===== src/rtl/serv_ls_pkg.sv =====
// Shared types and decode helpers for the load/store/shift sequencer.
package serv_ls_pkg;

  typedef enum logic [2:0] {
    ST_IDLE,
    ST_INIT,
    ST_BUS,
    ST_SHWAIT,
    ST_RUN
  } state_t;

  localparam logic [1:0] SZ_BYTE = 2'd0;
  localparam logic [1:0] SZ_HALF = 2'd1;
  localparam logic [1:0] SZ_WORD = 2'd2;

  // Size code 3 falls through to the word decode.
  function automatic logic [3:0] byte_sel(input logic [1:0] size, input logic [1:0] lsb);
    logic [3:0] sel;
    case (size)
      SZ_BYTE: sel = 4'b0001 << lsb;
      SZ_HALF: sel = lsb[1] ? 4'b1100 : 4'b0011;
      default: sel = 4'b1111;
    endcase
    return sel;
  endfunction

  function automatic logic misaligned(input logic [1:0] size, input logic [1:0] lsb);
    logic mis;
    case (size)
      SZ_BYTE: mis = 1'b0;
      SZ_HALF: mis = lsb[0];
      default: mis = |lsb;
    endcase
    return mis;
  endfunction

endpackage


===== src/rtl/serv_ls_seq_if.sv =====
// Memory bus handshake between the sequencer and the bus interface.
interface serv_ls_seq_if;
  logic       wb_cyc;
  logic       wb_we;
  logic [3:0] wb_sel;
  logic       wb_ack;

  modport master (output wb_cyc, output wb_we, output wb_sel, input wb_ack);
  modport slave  (input wb_cyc, input wb_we, input wb_sel, output wb_ack);
endinterface


===== src/rtl/serv_ls_cnt.sv =====
// Bit-position counter stepping by W; one full lap is one serial phase.
module serv_ls_cnt #(
  parameter int W = 1
) (
  input  logic       i_clk,
  input  logic       i_rst_n,
  input  logic       i_en,
  output logic [4:0] o_cnt,
  output logic [1:0] o_bytecnt,
  output logic       o_cnt7,
  output logic       o_cnt_done
);

  localparam logic [4:0] STEP     = 5'(W);
  localparam logic [4:0] LAST     = 5'(32 - W);
  localparam logic [2:0] LOW_LAST = 3'(8 - W);

  logic [4:0] cnt;

  always_ff @(posedge i_clk or negedge i_rst_n) begin
    if (!i_rst_n) begin
      cnt <= 5'd0;
    end else if (i_en) begin
      cnt <= cnt + STEP;
    end
  end

  assign o_cnt      = cnt;
  assign o_bytecnt  = cnt[4:3];
  assign o_cnt7     = (cnt[2:0] == LOW_LAST);
  assign o_cnt_done = i_en && (cnt == LAST);

endmodule


===== src/rtl/serv_ls_seq.sv =====
// Phase sequencer for the serial buffer register: init, bus or shift wait, run, done.
module serv_ls_seq
  import serv_ls_pkg::*;
#(
  parameter int W = 1
) (
  input  logic            i_clk,
  input  logic            i_rst_n,
  input  logic            i_req,
  input  logic            i_mem_op,
  input  logic            i_shift_op,
  input  logic            i_we,
  input  logic [1:0]      i_size,
  input  logic [1:0]      i_lsb,
  input  logic            i_sh_done,
  serv_ls_seq_if.master   bus,
  output logic            o_ready,
  output logic            o_init,
  output logic            o_en,
  output logic [4:0]      o_cnt,
  output logic [1:0]      o_bytecnt,
  output logic            o_cnt7,
  output logic            o_cnt_done,
  output logic            o_sh_right_wait,
  output logic            o_load,
  output logic            o_misalign,
  output logic            o_done
);

  state_t     state, state_nxt;
  logic       mem_q, shift_q, we_q;
  logic [1:0] size_q, lsb_q;
  logic       in_bus;

  serv_ls_cnt #(.W(W)) u_cnt (
    .i_clk      (i_clk),
    .i_rst_n    (i_rst_n),
    .i_en       (o_en),
    .o_cnt      (o_cnt),
    .o_bytecnt  (o_bytecnt),
    .o_cnt7     (o_cnt7),
    .o_cnt_done (o_cnt_done)
  );

  always_ff @(posedge i_clk or negedge i_rst_n) begin
    if (!i_rst_n) begin
      state   <= ST_IDLE;
      mem_q   <= 1'b0;
      shift_q <= 1'b0;
      we_q    <= 1'b0;
      size_q  <= 2'd0;
      lsb_q   <= 2'd0;
    end else begin
      state <= state_nxt;
      if (state == ST_IDLE && i_req) begin
        mem_q   <= i_mem_op;
        shift_q <= i_shift_op;
        we_q    <= i_we;
        size_q  <= i_size;
        lsb_q   <= i_lsb;
      end
    end
  end

  always_comb begin
    state_nxt       = state;
    o_ready         = 1'b0;
    o_init          = 1'b0;
    o_en            = 1'b0;
    o_sh_right_wait = 1'b0;
    o_load          = 1'b0;
    o_misalign      = 1'b0;
    o_done          = 1'b0;
    in_bus          = 1'b0;
    case (state)
      ST_IDLE: begin
        o_ready = 1'b1;
        if (i_req) state_nxt = (i_mem_op || i_shift_op) ? ST_INIT : ST_RUN;
      end
      ST_INIT: begin
        o_init = 1'b1;
        o_en   = 1'b1;
        if (o_cnt_done) begin
          // mem_op takes priority, so a set shift_q only matters for non-memory ops
          if (mem_q && misaligned(size_q, lsb_q)) begin
            o_done     = 1'b1;
            o_misalign = 1'b1;
            state_nxt  = ST_IDLE;
          end else if (mem_q) begin
            state_nxt = ST_BUS;
          end else begin
            state_nxt = ST_SHWAIT;
          end
        end
      end
      ST_BUS: begin
        in_bus = 1'b1;
        if (bus.wb_ack) begin
          if (we_q) begin
            o_done    = 1'b1;
            state_nxt = ST_IDLE;
          end else begin
            o_load    = 1'b1;
            state_nxt = ST_RUN;
          end
        end
      end
      ST_SHWAIT: begin
        o_sh_right_wait = 1'b1;
        if (i_sh_done) state_nxt = ST_RUN;
      end
      ST_RUN: begin
        o_en = 1'b1;
        if (o_cnt_done) begin
          o_done    = 1'b1;
          state_nxt = ST_IDLE;
        end
      end
      default: state_nxt = ST_IDLE;
    endcase
  end

  assign bus.wb_cyc = in_bus;
  assign bus.wb_we  = in_bus && we_q;
  assign bus.wb_sel = in_bus ? byte_sel(size_q, lsb_q) : 4'b0000;

endmodule


===== src/flat_wrapper.sv =====
// flat-port wrapper written by rule: the top's interface ports become plain ports
module serv_ls_seq_flat import serv_ls_pkg::*;
#(
  parameter int W = 1
)
  (i_clk, i_rst_n, i_req, i_mem_op, i_shift_op, i_we, i_size, i_lsb, i_sh_done, o_ready, o_init, o_en, o_cnt, o_bytecnt, o_cnt7, o_cnt_done, o_sh_right_wait, o_load, o_misalign, o_done, bus_wb_cyc, bus_wb_we, bus_wb_sel, bus_wb_ack);
  serv_ls_seq_if bus_i ();
  input  logic i_clk;
  input  logic i_rst_n;
  input  logic i_req;
  input  logic i_mem_op;
  input  logic i_shift_op;
  input  logic i_we;
  input  logic [1:0] i_size;
  input  logic [1:0] i_lsb;
  input  logic i_sh_done;
  output logic o_ready;
  output logic o_init;
  output logic o_en;
  output logic [4:0] o_cnt;
  output logic [1:0] o_bytecnt;
  output logic o_cnt7;
  output logic o_cnt_done;
  output logic o_sh_right_wait;
  output logic o_load;
  output logic o_misalign;
  output logic o_done;
  output wire logic [$bits(bus_i.wb_cyc)-1:0] bus_wb_cyc;
  output wire logic [$bits(bus_i.wb_we)-1:0] bus_wb_we;
  output wire logic [$bits(bus_i.wb_sel)-1:0] bus_wb_sel;
  input wire logic [$bits(bus_i.wb_ack)-1:0] bus_wb_ack;
  assign bus_wb_cyc = bus_i.wb_cyc;
  assign bus_wb_we = bus_i.wb_we;
  assign bus_wb_sel = bus_i.wb_sel;
  assign bus_i.wb_ack = bus_wb_ack;
  serv_ls_seq #(.W(W)) u_core (.i_clk(i_clk), .i_rst_n(i_rst_n), .i_req(i_req), .i_mem_op(i_mem_op), .i_shift_op(i_shift_op), .i_we(i_we), .i_size(i_size), .i_lsb(i_lsb), .i_sh_done(i_sh_done), .bus(bus_i), .o_ready(o_ready), .o_init(o_init), .o_en(o_en), .o_cnt(o_cnt), .o_bytecnt(o_bytecnt), .o_cnt7(o_cnt7), .o_cnt_done(o_cnt_done), .o_sh_right_wait(o_sh_right_wait), .o_load(o_load), .o_misalign(o_misalign), .o_done(o_done));
endmodule

===== config.mk =====
export PLATFORM = sky130hd
export DESIGN_NAME = serv_ls_seq_flat
export DESIGN_NICKNAME = d
export VERILOG_FILES = /design/src/rtl/serv_ls_pkg.sv /design/src/rtl/serv_ls_seq_if.sv /design/src/rtl/serv_ls_cnt.sv /design/src/rtl/serv_ls_seq.sv /design/src/flat_wrapper.sv
export SDC_FILE = /design/constraint.sdc
export NUM_CORES = 1
export LEC_CHECK = 0
export CORE_MARGIN = 4
export CORE_UTILIZATION = 46
export CTS_CLUSTER_DIAMETER = 60
export DETAILED_ROUTE_END_ITERATION = 6
export PLACE_DENSITY = 0.92
export SYNTH_ARGS = -nofsm -noshare
export SYNTH_HDL_FRONTEND = slang
export SYNTH_HIERARCHICAL = 1
export SYNTH_SLANG_ARGS = --single-unit

===== constraint.sdc =====
create_clock -name i_clk -period 4.55 [get_ports i_clk]
set_clock_uncertainty 0.1 [all_clocks]
set_input_delay 0.91 -clock i_clk [delete_from_list [all_inputs] [get_ports i_clk]]
set_output_delay 0.91 -clock i_clk [all_outputs]
set_load 0.05 [all_outputs]

# Word-level counts from Yosys, hierarchy flattened

Cells that the tools add are included.

Flip-flop bits (word level): 14
Bits of input ports: 12

$add $sub $neg: 1
Equal/unequal tests: 12
Shift operators: 1
Mux-type cells: 31
Reduce and logical (&&, ||, !) cells: 10

Operators with widths:

| operator              | count |
|---|---|
| $mux W3               | 8 |
| $mux W1               | 17 |
| $pmux W3 S5           | 1 |
| $ne A2 B2 Y1 const B  | 5 |
| $mux W4               | 2 |
| $pmux W4 S2           | 1 |
| $eq A3 B2 Y1 const B  | 2 |
| $eq A3 B3 Y1 const B  | 2 |
| $add A5 B1 Y5 const B | 1 |
| $eq A5 B5 Y1 const B  | 1 |
| $reduce_and A5 Y1     | 1 |
| $logic_and A1 B1 Y1   | 4 |
| $reduce_or A2 Y1      | 2 |
| $shl A1 B2 Y4 const A | 1 |
| $eq A3 B1 Y1 const B  | 1 |
| $logic_not A3 Y1      | 1 |
| $pmux W1 S3           | 1 |
| $eq A2 B1 Y1 const B  | 1 |
| $logic_not A2 Y1      | 1 |
| $pmux W1 S2           | 1 |
| $logic_or A1 B1 Y1    | 1 |

# Depth between registers and ports, before layout

Word-level depth: 10
Mapped depth: 9

# Cells and area by module

Netlist, hierarchy kept.

Modules (own cells, without submodules):

| module      | instances | cells each | area an instance (um^2) | sequential area each (um^2) |
|---|---|---|---|---|
| serv_ls_seq | 1         | 71         | 605.6                   | 225.2 |
| serv_ls_cnt | 1         | 19         | 286.5                   | 125.1 |

# Worst setup path before layout

Ideal clock, no wire load.

Path type: register to output
Start point: register u_core.state[2]
End point: output port o_done
Arrival time: 3154 ps
Setup slack: 386 ps
Stages on the path, launching flop included: 8
Cells stage by stage: dfrtp_1 -> buf_2 -> nand2b_1 -> a21oi_1 -> buf_6 -> and2_2 -> and3_1 -> nand2b_1

Longest elaborated chain between the ends: 6

Ends and longest elaborated chain:

| what                                         | line                                  | text |
|---|---|---|
| start: declaration                           | serv_ls_seq.sv:30                     | `state_t state, state_nxt;` |
| start signal: assignment                     | serv_ls_seq.sv:54                     | `state <= state_nxt;` |
| $eq A3 B1 Y1 or $eq A3 B3 Y1 (tied branches) | serv_ls_seq.sv:75                     | `case (state)` |
| $reduce_or A2 Y1 (no source line) (*)        | --                                    |  |
| $mux W1 (*)                                  | serv_ls_seq.sv:75                     |  |
| named net o_en                               | flat_wrapper.sv:19                    | `output logic o_en;` |
| $logic_and A1 B1 Y1 (*)                      | serv_ls_cnt.sv:31                     | `assign o_cnt_done = i_en && (cnt == LAST);` |
| named net o_cnt_done                         | flat_wrapper.sv:23                    | `output logic o_cnt_done;` |
| $mux W1 (on tied branches)                   | serv_ls_seq.sv:114, serv_ls_seq.sv:83 |  |
| $pmux W1 S3 (*)                              | serv_ls_seq.sv:75                     |  |
| end: declaration                             | flat_wrapper.sv:27                    | `output logic o_done;` |

Mark *: on every way through the listed nets, which the timed path passes. The rest lies on a longest branch.

# Worst setup path after layout

Start point: register u_core.state[0]
End point: output port o_done

Longest elaborated chain between the ends: 6

Ends and longest elaborated chain:

| what                                         | line |
|---|---|
| $eq A3 B1 Y1 or $eq A3 B3 Y1 (tied branches) | serv_ls_seq.sv:75 |
| $reduce_or A2 Y1 (no source line)            | -- |
| $mux W1                                      | serv_ls_seq.sv:75 |
| $logic_and A1 B1 Y1                          | serv_ls_cnt.sv:31 |
| $mux W1 (on tied branches)                   | serv_ls_seq.sv:114, serv_ls_seq.sv:83 |
| $pmux W1 S3 (*)                              | serv_ls_seq.sv:75 |

Mark *: on every way between the ends. The rest lies on a longest branch, timed or not.

==> results.cfg <==
[run_status]
status = completed

[synth]
syn_nets = 105
synth_mux_area_frac = 0.123
yosys_warnings = 6
netlist_area_um2 = 892
synth_xor_xnor_area_share = 0.0196
synth_edf_count = 0
syn_avg_cell_area_um2 = 9.91
ys_ff_latch = 14
ys_types = 34
seq_area_frac_synth = 0.393
synth_flop_cell = dfrtp_1
synth_top_family_by_area = simple AND/OR/NAND/NOR gates
yosys.area_share.adder = 0.0421
yosys.area_share.simple = 0.205
synth_cells = 90
synthArstFlopShare = 1.00
synth-compound-area-share = 0.133

[grt]
grt.overflow.total = 0
grtUsageTotal = 0.174
grt_max_degree = 15
grt_pass1_vias = 766
antenna_found_initial = 0
grt_pass1_wl_um = 3460

[worst_setup_path]
timing.rr.start = u_core/state[0]
slowest_stage = clkdlybuf4s50_1
worst-setup-path-type = reg2out
crit_required_ps = 3540
path_cells = nand2b_1 > a21oi_1 > buf_4 > and2_2 > nor3b_1 > a31oi_1 > nand2b_1 > clkdlybuf4s50_1
r2r-end = u_core/state[2]
crit_path_end_kind = primary output
crit_path_max_incr_delay_ps = 790
crit_top_cell = nand2b_1
path_max_fanout = 10
cp_data_arrival_time_ps = 2750
rrSetupSlack_ps = 2330
r2r_cells = 7
crit_path_start_kind = flip-flop

[placement]
dpl_cell_area_um2 = 1200
io_buffers = 33
dp_hpwl_um = 1590
place_congestion = 0.803

[drt]
vias_per_cell = 5.25
drtIter0Drc = 18
routed_wl_um = 2060
drtPass1Iterations = 4
wire_per_inst_um = 14.2
dr_total_vias = 761
drc = 0
drtAntennaViolNets = 0

[final_layout]
layout.nets = 136
drive_gt1_frac = 0.117
multi_input_area_um2 = 467
final_cell_area_um2 = 1240
antenna_cells = 0
seq_area_um2 = 350
fill_cells = 142
syn2layout_area_growth_pct = 39.1
final_util = 0.696

[die]
dieArea_um2 = 2710
initial_core_util = 0.500
rows = 15
core_um2 = 1780
die_w_um = 52.0
die-height_um = 52.0
io_pins = 34

[flow_run]
cap_violations = 0

[pwr]
p_per_area_nw_per_um2 = 765
p_leak_nw = 0.527
ir_drop_mv = 0.505

[hold_path]
hp-class = reg2reg
hold_end = u_core/u_cnt/o_cnt[3]
holdPathStages = 1
hold_start = u_core/u_cnt/o_cnt[3]

[timing]
fin_crit_sh = 0.827
worst_slew_pin_slew_ps = 634
slew_headroom = 0.576
whs_ps = 425
fin_setup_tns_ps = 0
period_needed_ps = 3760
rsz0062_at_grt = false
fmax_ghz = 0.266
finalHoldViolCount = 0
slew_viol_final = 0
setup_viol_count_final = 0

[clock_tree]
cts-hold-fix-buffers = 0
cts_resized = 0
clk_pin_slew_ps = 80
cts_made_buffers = 3
clockRootBuffer = clkbuf_4
post_cts_buffers = 0
clock_path_buffers = 2
cts_tree = yes
h-tree-depth = 1
cts.sinks = 14
clock_latency_ps = 270
## worst max-delay path by stage
stage | end | start | cells past startpoint
after floorplan | o_done | u_core/state[2] | 7
after global placement | o_done | bus_wb_ack | 4
after detailed placement | o_done | u_core/state[0] | 8
after CTS | o_done | u_core/state[0] | 8
after global routing | o_done | u_core/state[0] | 8
final | o_done | u_core/state[0] | 8
## placed cells by master, fill, tap and decap left out, types with 2 or more instances in the layout
master,Yosys,final
o21ai_0,4,4
mux2i_1,2,2
dfrtp_1,14,14
clkbuf_4,0,3
nand2b_1,4,4
mux2_4,3,3
clkdlybuf4s50_1,0,33
nor2_1,5,5
ha_1,3,3
nand2_1,8,8
and3_1,3,3
mux2_1,4,4
a21oi_1,8,8
o21ai_1,3,3
inv_1,4,4
## critical path, delay by kind of cell, from the launching register on
kind	cells	cell delay, ps
buf+inv	2	990
simple gates	4	760
flops	1	510
compound gates	2	230
## cell usage after synthesis (all sizes together) (2+ instances only)
cell     n  area share
a21oi    8       0.045
and2     2       0.015
and3     3       0.021
buf      7       0.059
dfrtp   14        0.39
ha       3       0.042
inv      5       0.021
mux2     7        0.10
mux2i    2       0.022
nand2    8       0.034
nand2b   4       0.028
nor2     5       0.021
o21ai    7       0.039
## through the flow
| stage | total power [mW] | worst slack, ps | std cells |
|---|---|---|---|
| final | 0.950 | 787 | 145 |
| after floorplan | 0.719 | 386 | 90 |
| after detailed placement | 0.862 | 1100 | 141 |
| after global placement | 0.846 | 1180 | 141 |
| after CTS | 0.955 | 781 | 145 |
| after global routing | 1.01 | 637 | 145 |
## cell type report
type / count / area share
clock buffers: 4 / 0.0292
multi-input cells: 63 / 0.376
repair buffers: 34 / 0.272
flip-flops and latches: 14 / 0.282
inverters: 5 / 0.0151
well taps: 25 / 0.0252
## routing by layer
metal	global-route usage	part of all wire	vias up
met5	0	0	-
met4	0.0873	0.012	0
met3	0.0401	0.065	4
met2	0.287	0.49	32
met1	0.209	0.43	352
li1	-	-	373
## cells by family after synthesis
group | after synthesis
buf+inv | 13
simple gates | 29
xor+xnor | 2
mux | 9
compound gates | 20
fa+ha+maj | 3
flops | 14
## registers in the layout, summed over array words and instances (netlist names)
register            cells
u_core/lsb_q            2
u_core/mem_q            1
u_core/size_q           2
u_core/state            3
u_core/u_cnt/o_cnt      5
u_core/we_q             1
## where the power goes
part	internal [mW]	switching, mW
sequential	0.185	0.0852
clock	0.0486	0.0382
combinational	0.241	0.352
total	0.475	0.475
Power figures use the tool's default switching activity.
